**src/rtl/tqvp_uart_rx_fifo.sv**
```systemverilog
// UART receiver with runtime frame format (5-8 data bits, none/even/odd parity, 1-2 stop bits),
// false-start and break detection, and an RX FIFO with overrun flag and RTS flow control.
module tqvp_uart_rx_fifo #(
  parameter int COUNT_REG_LEN = 13,
  parameter int FIFO_DEPTH    = 4,
  parameter int SYNC_STAGES   = 2
) (
  input  logic                          clk,
  input  logic                          reset,
  input  logic                          uart_rxd,
  output logic                          uart_rts,
  input  logic [COUNT_REG_LEN-1:0]      baud_divider,
  input  logic [1:0]                    cfg_data_bits,
  input  logic [1:0]                    cfg_parity,
  input  logic                          cfg_stop2,
  input  logic                          uart_rx_read,
  output logic                          uart_rx_valid,
  output logic [7:0]                    uart_rx_data,
  output logic                          uart_rx_parity_err,
  output logic                          uart_rx_frame_err,
  output logic                          uart_rx_break,
  output logic                          uart_rx_overrun,
  input  logic                          overrun_clear,
  output logic [$clog2(FIFO_DEPTH):0]   fifo_level
);
  localparam int PTR_W = $clog2(FIFO_DEPTH);
  localparam int LVL_W = PTR_W + 1;

  typedef enum logic [2:0] {
    ST_IDLE, ST_START, ST_DATA, ST_PARITY, ST_STOP1, ST_STOP2, ST_BREAK_WAIT
  } state_t;

  // Even parity flags an error on XOR=1, odd parity on XOR=0.
  function automatic logic parity_err_calc(input logic [7:0] data, input logic pbit, input logic odd);
    parity_err_calc = (^data) ^ pbit ^ odd;
  endfunction

  state_t                   r_state;
  logic [SYNC_STAGES-1:0]   r_sync;
  logic [COUNT_REG_LEN-1:0] r_cyc;
  logic [2:0]               r_bit_idx;
  logic [7:0]               r_data;
  logic                     r_perr;
  logic                     r_ferr;
  logic                     r_brk;
  logic                     r_all_zero;
  logic [10:0]              r_mem [FIFO_DEPTH];
  logic [PTR_W-1:0]         r_wr_ptr;
  logic [PTR_W-1:0]         r_rd_ptr;
  logic [LVL_W-1:0]         r_level;
  logic                     r_valid;
  logic                     r_rts;
  logic                     r_overrun;

  logic                     w_rxd_s;
  logic                     w_mid;
  logic                     w_end;
  logic [2:0]               w_last_idx;
  logic                     w_push;
  logic                     w_entry_brk;
  logic                     w_pop;
  logic                     w_full;
  logic                     w_push_ok;
  logic [LVL_W-1:0]         w_level_nxt;

  assign w_rxd_s    = r_sync[SYNC_STAGES-1];
  assign w_mid      = (r_cyc == (baud_divider >> 1));
  assign w_end      = (r_cyc == baud_divider);
  assign w_last_idx = 3'd4 + {1'b0, cfg_data_bits};

  always_ff @(posedge clk or posedge reset) begin
    if (reset) begin
      r_sync <= '1;
    end else begin
      r_sync <= {r_sync[SYNC_STAGES-2:0], uart_rxd};
    end
  end

  // Frame FSM; the bit counter is parked at 0 whenever the line is not being timed.
  always_ff @(posedge clk or posedge reset) begin
    if (reset) begin
      r_state    <= ST_IDLE;
      r_cyc      <= '0;
      r_bit_idx  <= 3'd0;
      r_data     <= 8'd0;
      r_perr     <= 1'b0;
      r_ferr     <= 1'b0;
      r_brk      <= 1'b0;
      r_all_zero <= 1'b1;
    end else begin
      r_cyc <= w_end ? '0 : r_cyc + COUNT_REG_LEN'(1);
      case (r_state)
        ST_IDLE: begin
          r_cyc <= '0;
          if (!w_rxd_s) begin
            r_state    <= ST_START;
            r_bit_idx  <= 3'd0;
            r_data     <= 8'd0;
            r_perr     <= 1'b0;
            r_ferr     <= 1'b0;
            r_brk      <= 1'b0;
            r_all_zero <= 1'b1;
          end
        end
        ST_START: begin
          if (w_mid && w_rxd_s) begin
            r_state <= ST_IDLE;
            r_cyc   <= '0;
          end else if (w_end) begin
            r_state <= ST_DATA;
          end
        end
        ST_DATA: begin
          if (w_mid) begin
            r_data[r_bit_idx] <= w_rxd_s;
            if (w_rxd_s) r_all_zero <= 1'b0;
          end
          if (w_end) begin
            if (r_bit_idx == w_last_idx) begin
              r_state <= cfg_parity[1] ? ST_PARITY : ST_STOP1;
            end else begin
              r_bit_idx <= r_bit_idx + 3'd1;
            end
          end
        end
        ST_PARITY: begin
          if (w_mid) begin
            r_perr <= parity_err_calc(r_data, w_rxd_s, cfg_parity[0]);
            if (w_rxd_s) r_all_zero <= 1'b0;
          end
          if (w_end) r_state <= ST_STOP1;
        end
        ST_STOP1: begin
          if (w_mid) begin
            r_ferr <= ~w_rxd_s;
            r_brk  <= r_all_zero & ~w_rxd_s;
            if (!cfg_stop2) begin
              r_state <= (r_all_zero && !w_rxd_s) ? ST_BREAK_WAIT : ST_IDLE;
              r_cyc   <= '0;
            end
          end else if (w_end && cfg_stop2) begin
            r_state <= ST_STOP2;
          end
        end
        ST_STOP2: begin
          if (w_mid) begin
            r_state <= r_brk ? ST_BREAK_WAIT : ST_IDLE;
            r_cyc   <= '0;
          end
        end
        ST_BREAK_WAIT: begin
          r_cyc <= '0;
          if (w_rxd_s) r_state <= ST_IDLE;
        end
        default: begin
          r_state <= ST_IDLE;
          r_cyc   <= '0;
        end
      endcase
    end
  end

  // Completion strobe: the entry is assembled from the live stop-bit sample.
  always_comb begin
    w_push      = 1'b0;
    w_entry_brk = 1'b0;
    case (r_state)
      ST_STOP1: begin
        w_push      = w_mid & ~cfg_stop2;
        w_entry_brk = r_all_zero & ~w_rxd_s;
      end
      ST_STOP2: begin
        w_push      = w_mid;
        w_entry_brk = r_brk;
      end
      default: begin
        w_push      = 1'b0;
        w_entry_brk = 1'b0;
      end
    endcase
  end

  assign w_pop     = uart_rx_read & (r_level != LVL_W'(0));
  assign w_full    = (r_level == LVL_W'(FIFO_DEPTH));
  assign w_push_ok = w_push & (~w_full | w_pop);

  always_comb begin
    w_level_nxt = r_level;
    if (w_push_ok && !w_pop) begin
      w_level_nxt = r_level + LVL_W'(1);
    end else if (!w_push_ok && w_pop) begin
      w_level_nxt = r_level - LVL_W'(1);
    end else begin
      w_level_nxt = r_level;
    end
  end

  always_ff @(posedge clk or posedge reset) begin
    if (reset) begin
      for (int i = 0; i < FIFO_DEPTH; i++) r_mem[i] <= 11'd0;
      r_wr_ptr  <= '0;
      r_rd_ptr  <= '0;
      r_level   <= '0;
      r_valid   <= 1'b0;
      r_rts     <= 1'b1;
      r_overrun <= 1'b0;
    end else begin
      if (w_push_ok) begin
        r_mem[r_wr_ptr] <= {r_data, r_perr, r_ferr | ~w_rxd_s, w_entry_brk};
        r_wr_ptr        <= r_wr_ptr + PTR_W'(1);
      end
      if (w_pop) r_rd_ptr <= r_rd_ptr + PTR_W'(1);
      r_level <= w_level_nxt;
      r_valid <= (w_level_nxt != LVL_W'(0));
      r_rts   <= (w_level_nxt >= LVL_W'(FIFO_DEPTH - 1));
      // A drop in the same cycle as a clear keeps the flag set.
      if (w_push && !w_push_ok) begin
        r_overrun <= 1'b1;
      end else if (overrun_clear) begin
        r_overrun <= 1'b0;
      end else begin
        r_overrun <= r_overrun;
      end
    end
  end

  assign {uart_rx_data, uart_rx_parity_err, uart_rx_frame_err, uart_rx_break} = r_mem[r_rd_ptr];
  assign uart_rx_valid   = r_valid;
  assign uart_rts        = r_rts;
  assign uart_rx_overrun = r_overrun;
  assign fifo_level      = r_level;

endmodule
```
**config.mk**
```make
export PLATFORM = sky130hd
export DESIGN_NAME = tqvp_uart_rx_fifo
export DESIGN_NICKNAME = d
export VERILOG_FILES = /design/src/rtl/tqvp_uart_rx_fifo.sv
export SDC_FILE = /design/constraint.sdc
export NUM_CORES = 1
export LEC_CHECK = 0
export BUFFER_PORTS_ARGS = -buffer_cell sky130_fd_sc_hd__buf_2
export CORE_AREA = 2 2 98 100
export CTS_CLUSTER_SIZE = 30
export DETAILED_ROUTE_END_ITERATION = 8
export DIE_AREA = 0 0 100 102
export GPL_TIMING_DRIVEN = 0
export PLACE_DENSITY_LB_ADDON = 0.08
export SYNTH_ARGS = -nofsm -noshare
export SYNTH_HDL_FRONTEND = slang
export SYNTH_SLANG_ARGS = --single-unit
```
**constraint.sdc**
```tcl
create_clock -name clk -period 2.38 [get_ports clk]
set_input_delay 0.119 -clock clk [delete_from_list [all_inputs] [get_ports clk]]
set_output_delay 0.119 -clock clk [all_outputs]
set_load 0.1 [all_outputs]
```
==> results of run 1 <==
## worst max-delay path, cell delays in order, from the launching register on
cell and delay [ns]:
dfrtp_2 0.48, a22o_4 0.28, or4_4 0.53, o31a_1 0.32, a21oi_2 0.21, o21ai_1 0.09, mux2_2 0.28
## cell type report
class	count	area [sq um]	share of cell area, %
Multi-Input combinational cell	288	2570	45.1
Clock inverter	6	75.1	1.32
Clock buffer	10	138	2.42
Tap cell	111	139	2.44
Sequential cell	87	2190	38.4
Inverter	18	71.3	1.25
Timing Repair Buffer	58	388	6.81
Buffer	18	128	2.24
## registers in the layout, summed over array words and instances (netlist names), 2 cells and up
register	count
r_cyc	13
r_data	8
fifo_level	3
r_wr_ptr	2
r_bit_idx	3
r_state	3
r_rd_ptr	2
r_mem	44
r_sync	2
## repair_timing
action                                 4_1_cts  5_1_grt
gates resized for setup                      8       20
buffers inserted                             1       12
pin swaps                                    1        7
hold buffers                                 3        0
endpoints found under the hold margin       21        0
setup endpoints to repair                   72       65
gates cloned                                 0        1
## final timing paths
kind / to / cells past startpoint
max reg2reg: r_state[1] / 6
min reg2reg: r_sync[1] / 0
min: r_state[0] / 5
min in group asynchronous: uart_rx_overrun / 3
max in group asynchronous: r_all_zero / 4
max: r_state[1] / 6
## metal layers
metal  vias to the layer above  track usage [%]  part of all wire [%]
met3                        10             3.49                   2.8
li1                       1590                -                     -
met2                        55             32.5                    48
met4                         0             5.90                   1.2
met5                         -                0                     0
met1                      1628             30.3                    48
## power groups by stage
stage / combinational (uW) / clock, uW / sequential (uW)
6_report: 1800 / 1110 / 1810
5_1_grt: 1980 / 1190 / 1840
4_1_cts: 1690 / 1130 / 1810
3_5_place_dp: 1660 / 0 / 1840
3_3_place_gp: 1630 / 0 / 1840
2_1_floorplan: 1060 / 0 / 2070
## cells in the final DEF, fill, tap and decap left out, types with 3 or more instances in the layout
cell type / count
a31oi_1: 5
dlygate4sd3_1: 3
clkbuf_1: 10
dfstp_2: 4
buf_4: 15
mux2_2: 15
nand3_1: 17
xor2_1: 7
dfrtp_1: 79
mux2_4: 30
nand2_1: 28
mux4_2: 11
xnor2_1: 41
clkbuf_8: 10
and3_1: 5
nand2b_1: 8
nand2_4: 3
buf_2: 41
mux2i_1: 12
nand4_1: 6
nor2b_1: 3
buf_12: 5
o21ai_0: 7
inv_1: 15
dfrtp_2: 4
ha_1: 9
nor2_1: 26
nor3_1: 3
a21oi_1: 7
nor3_2: 3
## through the flow
stage	hold slack, ns	instances	power, uW	util, %	TNS [ns]
global route	0.249	596	5020	62.6	-1.51
finish	0.211	596	4710	62.6	0
global placement	0.225	562	3470	56.8	-9.07
CTS	0.187	584	4630	60.2	0
detailed placement	0.181	564	3500	57.2	-10.46
floorplan	0.123	412	3120	-	0
## cells by family (layout without fill, tap and decap cells)
kind of cell	count (synthesis)	in the layout
AO/OA/AOI/OAI	43	43
XOR/XNOR	48	48
adder cells (fa/ha/maj)	10	10
buffers and inverters	37	110
flip-flops	87	87
multiplexers	68	68
AND/OR/NAND/NOR	119	119
==> results.sh, run 1 <==
export IMPL_place_congestion=0.874
export IMPL_ios=40
export IMPL_vias_per_cell=5.51
export IMPL_post_place_ws_ns=-0.284
export IMPL_design_area_sq_mm=0.00570
export IMPL_hp_start="cfg_parity[1]"
export IMPL_die_x_um=100
export IMPL_grt_start_max_net_pins=44
export IMPL_ys_types=58
export IMPL_yosys_top_cells_area="dfrtp_1 43%, mux2_4 9.3%, xnor2_1 7.4%"
export IMPL_synth_flop_cell="dfrtp_1"
export IMPL_period_share_pct=97.4
export IMPL_period_needed_ns=2.32
export IMPL_cts_clk_slew_worst_paths_ns=0.09
export IMPL_coreArea_sq_mm=0.00911
export IMPL_postRouteAntennaNets=0
export IMPL_reg2reg_slack_ns=0.06
export IMPL_fmax_mhz=432
export IMPL_nFillCells=752
export IMPL_peakVddDrop_mv=0.517
export IMPL_synthTopCellsByCount="83 x dfrtp_1, 41 x xnor2_1, 30 x mux2_4"
export IMPL_area_delta_synth_final_pct=18.0
export IMPL_tightest_slew_ns=0.549
export IMPL_p_switching_uw=1890
export IMPL_seq_power_share_pct=38.4
export IMPL_p_int_uw=2820
export IMPL_clkPwrFrac_pct=23.5
export IMPL_place_hpwl_um=7060
export IMPL_synth_top_area_share_pct=43.0
export IMPL_worstSetupPathType="flip-flop to flip-flop"
export IMPL_clock_latency_ns=0.36
export IMPL_antenna_found_initial=0
export IMPL_yosysMostFrequentCell="dfrtp_1"
export IMPL_hold_viol_final=0
export IMPL_drt_wl_total_um=10100
export IMPL_cts_tree="done"
export IMPL_swShare_pct=40.1
export IMPL_synth_area_mux_share_pct=20.4
export IMPL_relSlewSlack_pct=63.4
export IMPL_drcViolationCount=0
export IMPL_end_kind="flip-flop"
export IMPL_synth_adder_area_share_pct=2.56
export IMPL_synth_area_sq_mm=0.00483
export IMPL_grt_pass1_vias=3232
export IMPL_drive_gt1_share_pct=34.6
export IMPL_p_leak_uw=0.00272
export IMPL_yosys_warnings=0
export IMPL_numCtsBuffers=9
export IMPL_fp_dieH_um=102
export IMPL_required_ns=2.62
export IMPL_drtIter0Drc=122
export IMPL_grt_pass1_wl_um=16600
export IMPL_status="complete, no violations"
export IMPL_diodes=0
export IMPL_track_usage_pct=20.8
export IMPL_clockRootBuffer="clkbuf_8"
export IMPL_overflow=0
export IMPL_cp_arrival_ns=2.56
export IMPL_layout_setup_ws_ns=0.0627
export IMPL_cp_startpoint="r_cyc[6]"
export IMPL_htreeDepth=3
export IMPL_synth_fp_nets=444
export IMPL_initial_utilization_pct=53.0
export IMPL_power_density_mw_per_mm2=827
export IMPL_dpl_cell_area_sq_mm=0.00521
export IMPL_rows=35
export IMPL_synth_seq_cells=87
export IMPL_synth_edff_count=0
export IMPL_synth_compound_area_share_pct=6.27
export IMPL_skew_ns=0.0114
export IMPL_yosysTopAreaCell="dfrtp_1"
export IMPL_setup_violations=0
export IMPL_wl_per_cell_um=17.0
export IMPL_hold_class="input pin to flip-flop"
export IMPL_synth_top_family_by_area="multiplexers"
export IMPL_rsz0062_at_grt="yes"
export IMPL_ys_seq_area_share_pct=45.2
export IMPL_startpoint_type="flip-flop"
export IMPL_avgSynthCellArea_sq_um=11.7
export IMPL_synthXorXnorAreaFrac_pct=8.70
export IMPL_ys_async_sr_fraction_pct=100
export IMPL_synth_simple_area_share_pct=13.4
export IMPL_clock_sinks=87
export IMPL_vias=3283
export IMPL_die_area_sq_mm=0.0102
export IMPL_critPathMaxFanout=7
export IMPL_slew_viol_final=0
export IMPL_num_nets_final=512
export IMPL_r2r_start="r_cyc[6]"
export IMPL_io_buffers=39
export IMPL_synthCells=412
export IMPL_dr_pass1_iters=4
export IMPL_share_comb_of_total_power_pct=38.1
export IMPL_cap_violations=0
export IMPL_clock_tree_buffer_depth=2
No activity file was read; power rests on OpenSTA's default activity.
==> run 2, diff against run 1 <==
--- a/config.mk
+++ b/config.mk
@@ -5,11 +5,12 @@
 export SDC_FILE = /design/constraint.sdc
 export NUM_CORES = 1
 export LEC_CHECK = 0
+export ABC_AREA = 1
 export BUFFER_PORTS_ARGS = -buffer_cell sky130_fd_sc_hd__buf_2
-export CORE_AREA = 2 2 98 100
+export CORE_AREA = 2 2 99 101
 export CTS_CLUSTER_SIZE = 30
 export DETAILED_ROUTE_END_ITERATION = 8
-export DIE_AREA = 0 0 100 102
+export DIE_AREA = 0 0 101 103
 export GPL_TIMING_DRIVEN = 0
 export PLACE_DENSITY_LB_ADDON = 0.08
 export SYNTH_ARGS = -nofsm -noshare
==> results.sh, run 2 <==
export IMPL_power_density_mw_per_mm2=1070
export IMPL_io_buffers=39
export IMPL_synth_seq_cells=87
export IMPL_synth_area_sq_mm=0.00492
export IMPL_final_cell_mix="131 x nand2_1, 83 x dfrtp_1, 75 x nor2_1, 57 x inv_1, 41 x buf_2"
export IMPL_coreArea_sq_mm=0.00946
export IMPL_critPathMaxStageDelay_ns=0.50
export IMPL_grt_pass1_wl_um=18300
export IMPL_num_nets_final=687
export IMPL_grt_start_max_net_pins=74
export IMPL_rr_endpoint="r_mem[0]"
export IMPL_vias=3965
export IMPL_crit_chain="inv_1 > clkbuf_1 > nor2_1 > o22ai_1 > buf_2"
export IMPL_antenna_found_initial=0
export IMPL_drcViolationCount=0
export IMPL_setup_violations=0
export IMPL_drtIter0Drc=200
export IMPL_die_area_sq_mm=0.0104
export IMPL_reg2reg_slack_ns=0.45
export IMPL_layout_cells_non_filler=773
export IMPL_tightest_slew_ns=0.654
export IMPL_clkPwrFrac_pct=16.2
export IMPL_holdPathStages=4
export IMPL_critPathTopFamily="buffers and inverters"
export IMPL_initial_utilization_pct=52.1
export IMPL_rows=36
export IMPL_place_congestion=0.853
export IMPL_layout_commonest_cell="nand2_1"
export IMPL_drive_gt1_share_pct=22.9
export IMPL_status="complete, no violations"
export IMPL_path_buf_inv=3
export IMPL_fp_dieH_um=103
export IMPL_p_int_uw=2830
export IMPL_track_usage_pct=22.4
export IMPL_synth_flop_cell="dfrtp_1"
export IMPL_synth_edff_count=0
export IMPL_cts_tree="done"
export IMPL_place_hpwl_um=7780
export IMPL_grt_pass1_vias=3721
export IMPL_end_kind="output pin"
export IMPL_tns_ns=0
export IMPL_synth_fp_nets=633
export IMPL_cp_startpoint="r_rd_ptr[0]"
export IMPL_slew_viol_final=0
export IMPL_ys_types=34
export IMPL_clock_tree_buffer_depth=2
export IMPL_ios=40
export IMPL_fmax_mhz=439
export IMPL_synth_top_area_share_pct=42.2
export IMPL_numCtsBuffers=9
export IMPL_dp_cells=755
export IMPL_p_switching_uw=3110
export IMPL_p_leak_uw=0.00272
export IMPL_clock_sinks=87
export IMPL_cap_violations=0
export IMPL_swShare_pct=52.4
export IMPL_hold_viol_final=0
export IMPL_avgSynthCellArea_sq_um=8.19
export IMPL_area_delta_synth_final_pct=13.2
export IMPL_hp_start="uart_rx_read"
export IMPL_post_place_ws_ns=0.406
export IMPL_yosys_top_cells_area="dfrtp_1 42%, nand2_1 10%, nor2_1 5.7%"
export IMPL_peakVddDrop_mv=0.592
export IMPL_cpMaxStageDelayCell="dfrtp_1"
export IMPL_diodes=0
export IMPL_critPathMaxFanout=10
export IMPL_clock_latency_ns=0.35
export IMPL_hold_class="input pin to flip-flop"
export IMPL_reg_top3="r_mem (44), r_cyc (13), r_data (8)"
export IMPL_rsz0062_at_grt="no"
export IMPL_share_comb_of_total_power_pct=54.0
export IMPL_relSlewSlack_pct=56.4
export IMPL_yosys_warnings=0
export IMPL_vias_per_cell=5.13
export IMPL_postRouteAntennaNets=0
export IMPL_startpoint_type="flip-flop"
export IMPL_clockRootBuffer="clkbuf_8"
export IMPL_ys_seq_area_share_pct=44.3
export IMPL_dr_pass1_iters=4
export IMPL_htreeDepth=3
export IMPL_layout_setup_ws_ns=0.102
export IMPL_whs_ns=0.102
export IMPL_period_needed_ns=2.28
export IMPL_required_ns=2.26
export IMPL_seq_power_share_pct=29.8
export IMPL_synthCells=601
export IMPL_period_share_pct=95.7
export IMPL_wl_per_cell_um=14.0
export IMPL_die_x_um=101
export IMPL_cp_arrival_ns=2.16
export IMPL_overflow=0
export IMPL_post_cts_setup_buffers=0
export IMPL_largest_register_ffs=44
export IMPL_min_to="uart_rx_overrun"
export IMPL_drt_wl_total_um=10800
export IMPL_synthTopCellsByCount="131 x nand2_1, 83 x dfrtp_1, 75 x nor2_1"
export IMPL_yosysTopAreaCell="dfrtp_1"
export IMPL_ys_async_sr_fraction_pct=100
export IMPL_regMostFlops="r_mem"
export IMPL_reg2regPathDepth=12
export IMPL_worstSetupPathType="flip-flop to output pin"
export IMPL_r2r_start="r_cyc[10]"
export IMPL_skew_ns=0.0145
export IMPL_yosysMostFrequentCell="nand2_1"
export IMPL_cts_clk_slew_worst_paths_ns=0.08
-- run 2: repair_timing --
item / in CTS / in global routing
endpoints found under the hold margin: 16 / 0
hold buffers: 3 / 0
endpoints found under the setup margin: 0 / 10
resized for setup: 0 / 6
-- run 2: worst max-delay path by stage --
stage                          to  cells after the start
6_report          uart_rx_data[7]                      5
5_1_grt           uart_rx_data[7]                      5
4_1_cts        uart_rx_parity_err                      5
3_5_place_dp   uart_rx_parity_err                      5
3_3_place_gp            r_mem[39]                      2
2_1_floorplan       fifo_level[0]                      1
-- run 2: kinds of logic (layout without fill, tap and decap cells) --
logic type | Yosys count | after routing | share of synthesized area (%)
simple gates | 265 | 265 | 24.0
compound gates | 113 | 113 | 14.6
buf+inv | 91 | 149 | 8.49
flops | 87 | 87 | 44.3
xor+xnor | 36 | 36 | 6.40
fa+ha+maj | 9 | 9 | 2.29
-- run 2: cell type report --
class	count	area [sq um]
Sequential cell	87	2180
Timing Repair Buffer	43	258
Buffer	21	158
Fill cell	880	3880
Inverter	70	265
Tap cell	114	143
Clock buffer	13	169
Clock inverter	2	15.0
Multi-Input combinational cell	423	2390
-- run 2: power by group through the flow --
| stage | logic, uW | registers [uW] | clock network [uW] |
|---|---|---|---|
| floorplan | 2390 | 2010 | 0 |
| global placement | 3170 | 1790 | 0 |
| detailed placement | 3200 | 1790 | 0 |
| CTS | 3210 | 1770 | 990 |
| global route | 3490 | 1790 | 1050 |
| finish | 3210 | 1770 | 964 |
-- run 2: metal layers --
layer  up-vias  part of all wire [%]  track usage [%]
met3         8                   4.1             3.39
met1      1852                    48             31.9
met2        78                    47             35.2
met4         0                  0.78             7.28
li1       2027                     -                -
met5         -                     0                0
-- run 2: per-stage QoR --
stage	area, sq um	power, uW	util [%]
finish	5580	5940	59.0
global route	5580	6330	59.0
global placement	5330	4960	56.3
floorplan	4990	4400	-
detailed placement	5360	4990	56.6
CTS	5570	5970	58.9
-- run 2: tightest hold or removal path, delay by kind of cell --
kind / cells / cell delay (ns)
and+or+nand+nor: 1 / 0.08
buffers and inverters: 2 / 0.11
AOI/OAI and AO/OA: 1 / 0.09
==> run 3, diff against run 2 <==
--- a/config.mk
+++ b/config.mk
@@ -7,10 +7,12 @@
 export LEC_CHECK = 0
 export ABC_AREA = 1
 export BUFFER_PORTS_ARGS = -buffer_cell sky130_fd_sc_hd__buf_2
-export CORE_AREA = 2 2 99 101
+export CELL_PAD_IN_SITES_DETAIL_PLACEMENT = 0
+export CELL_PAD_IN_SITES_GLOBAL_PLACEMENT = 1
+export CORE_AREA = 2 2 113 115
 export CTS_CLUSTER_SIZE = 30
 export DETAILED_ROUTE_END_ITERATION = 8
-export DIE_AREA = 0 0 101 103
+export DIE_AREA = 0 0 115 117
 export GPL_TIMING_DRIVEN = 0
 export PLACE_DENSITY_LB_ADDON = 0.08
 export SYNTH_ARGS = -nofsm -noshare
==> results.sh, run 3 (same netlist as run 2, synthesis figures left out) <==
export IMPL_startpoint_type="flip-flop"
export IMPL_htreeDepth=3
export IMPL_end_kind="output pin"
export IMPL_design_area_sq_mm=0.00573
export IMPL_grt_pass1_wl_um=19500
export IMPL_reg2reg_slack_ns=0.35
export IMPL_place_congestion=0.837
export IMPL_clock_sinks=87
export IMPL_p_switching_uw=3270
export IMPL_cp_arrival_ns=2.17
export IMPL_r2r_start="r_cyc[0]"
export IMPL_hold_viol_final=0
export IMPL_critPathTopFamily="buffers and inverters"
export IMPL_critPathMaxStageDelay_ns=0.52
export IMPL_seq_power_share_pct=27.5
export IMPL_cts_clk_slew_worst_paths_ns=0.06
export IMPL_die_area_sq_mm=0.0135
export IMPL_die_x_um=115
export IMPL_hp_start="uart_rx_read"
export IMPL_period_needed_ns=2.29
export IMPL_grt_pass1_vias=3812
export IMPL_grt_start_max_net_pins=72
export IMPL_required_ns=2.26
export IMPL_diodes=0
export IMPL_layout_cells_non_filler=809
export IMPL_drtIter0Drc=195
export IMPL_num_nets_final=686
export IMPL_numCtsBuffers=9
export IMPL_slew_viol_final=0
export IMPL_whs_ns=0.103
export IMPL_antenna_found_initial=0
export IMPL_final_cell_mix="131 x nand2_1, 83 x dfrtp_1, 75 x nor2_1, 57 x inv_1, 43 x buf_2"
export IMPL_min_to="uart_rx_overrun"
export IMPL_drcViolationCount=0
export IMPL_p_int_uw=3180
export IMPL_holdPathStages=4
export IMPL_dr_pass1_iters=4
export IMPL_post_cts_setup_buffers=0
export IMPL_relSlewSlack_pct=54.8
export IMPL_overflow=0
export IMPL_drt_wl_total_um=11900
export IMPL_crit_chain="clkbuf_1 > o21ai_0 > o22ai_1 > buf_2"
export IMPL_clockRootBuffer="clkbuf_16"
export IMPL_postRouteAntennaNets=0
export IMPL_track_usage_pct=19.1
export IMPL_hold_class="input pin to flip-flop"
export IMPL_peakVddDrop_mv=0.513
export IMPL_drive_gt1_share_pct=23.1
export IMPL_skew_ns=0.0101
export IMPL_ios=40
export IMPL_worstSetupPathType="flip-flop to output pin"
export IMPL_rsz0062_at_grt="no"
export IMPL_layout_commonest_cell="nand2_1"
export IMPL_rr_endpoint="r_cyc[12]"
export IMPL_io_buffers=39
export IMPL_critPathMaxFanout=10
export IMPL_coreArea_sq_mm=0.0123
export IMPL_clock_tree_buffer_depth=2
export IMPL_tns_ns=0
export IMPL_dp_cells=791
export IMPL_path_buf_inv=2
export IMPL_share_comb_of_total_power_pct=50.1
export IMPL_area_delta_synth_final_pct=16.3
export IMPL_tightest_slew_ns=0.678
export IMPL_cpMaxStageDelayCell="dfrtp_1"
export IMPL_regMostFlops="r_mem"
export IMPL_status="complete, no violations"
export IMPL_fmax_mhz=436
export IMPL_rows=41
export IMPL_vias_per_cell=4.90
export IMPL_nFillCells=1250
export IMPL_largest_register_ffs=44
export IMPL_dpl_cell_area_sq_mm=0.00540
export IMPL_place_hpwl_um=8280
export IMPL_initial_utilization_pct=40.0
export IMPL_vias=3962
export IMPL_power_density_mw_per_mm2=1130
export IMPL_p_leak_uw=0.00278
export IMPL_fp_dieH_um=117
export IMPL_wl_per_cell_um=14.7
export IMPL_cap_violations=0
export IMPL_reg2regPathDepth=7
export IMPL_cts_tree="done"
export IMPL_period_share_pct=96.3
export IMPL_reg_top3="r_mem (44), r_cyc (13), r_data (8)"
export IMPL_clkPwrFrac_pct=22.4
export IMPL_clock_latency_ns=0.35
export IMPL_swShare_pct=50.7
export IMPL_setup_violations=0
-- run 3: layer usage --
layer  share of wire (%)  global-route usage, %  vias up
met1                  50                   26.4     1879
met3                 2.2                   3.55       12
met2                  47                   31.0       40
li1                    -                      -     2031
met5                   0                      0        -
met4                0.95                   4.82        0
-- run 3: what timing repair did --
action,4_1_cts,5_1_grt
hold endpoints to repair,18,0
resized for setup,1,2
hold buffers,3,0
endpoints found under the setup margin,6,10
gates cloned,0,0
-- run 3: worst max-delay path by stage --
stage	cells past startpoint	start	to
after floorplan	1	reset	fifo_level[0]
after global placement	2	reset	fifo_level[1]
after detailed placement	7	r_cyc[0]	r_cyc[12]
after CTS	5	r_rd_ptr[0]	uart_rx_parity_err
after global routing	4	r_rd_ptr[0]	uart_rx_parity_err
final	4	r_rd_ptr[0]	uart_rx_data[7]
-- run 3: cell type report --
cell class              count  area [sq um]  area share (%)
well taps                 150           188            3.28
multi-input cells         423          2390            41.7
repair buffers             43           253            4.41
flip-flops and latches     87          2180            38.1
clock inverters             6          68.8            1.20
plain buffers              20           154            2.69
inverters                  70           265            4.63
clock buffers              10           229            4.00
-- run 3: power by group through the flow --
stage	clock network (uW)	registers [uW]	logic, uW
2_1_floorplan	0	2010	2390
3_3_place_gp	0	1800	3230
3_5_place_dp	0	1800	3240
4_1_cts	1490	1770	3260
5_1_grt	1540	1800	3490
6_report	1450	1770	3230
-- run 3: metrics by stage --
stage | util (%) | setup WS, ns | total power, uW
2_1_floorplan | - | 0.0174 | 4400
3_3_place_gp | 43.6 | -1.19 | 5030
3_5_place_dp | 43.9 | 0.333 | 5040
4_1_cts | 46.5 | 0.00509 | 6530
5_1_grt | 46.5 | 0.0156 | 6830
6_report | 46.5 | 0.0875 | 6450
-- run 3: tightest hold or removal path: stages --
cell	delay [ns]
buf_2	0.07
inv_1	0.04
nand3_1	0.09
o22ai_1	0.08
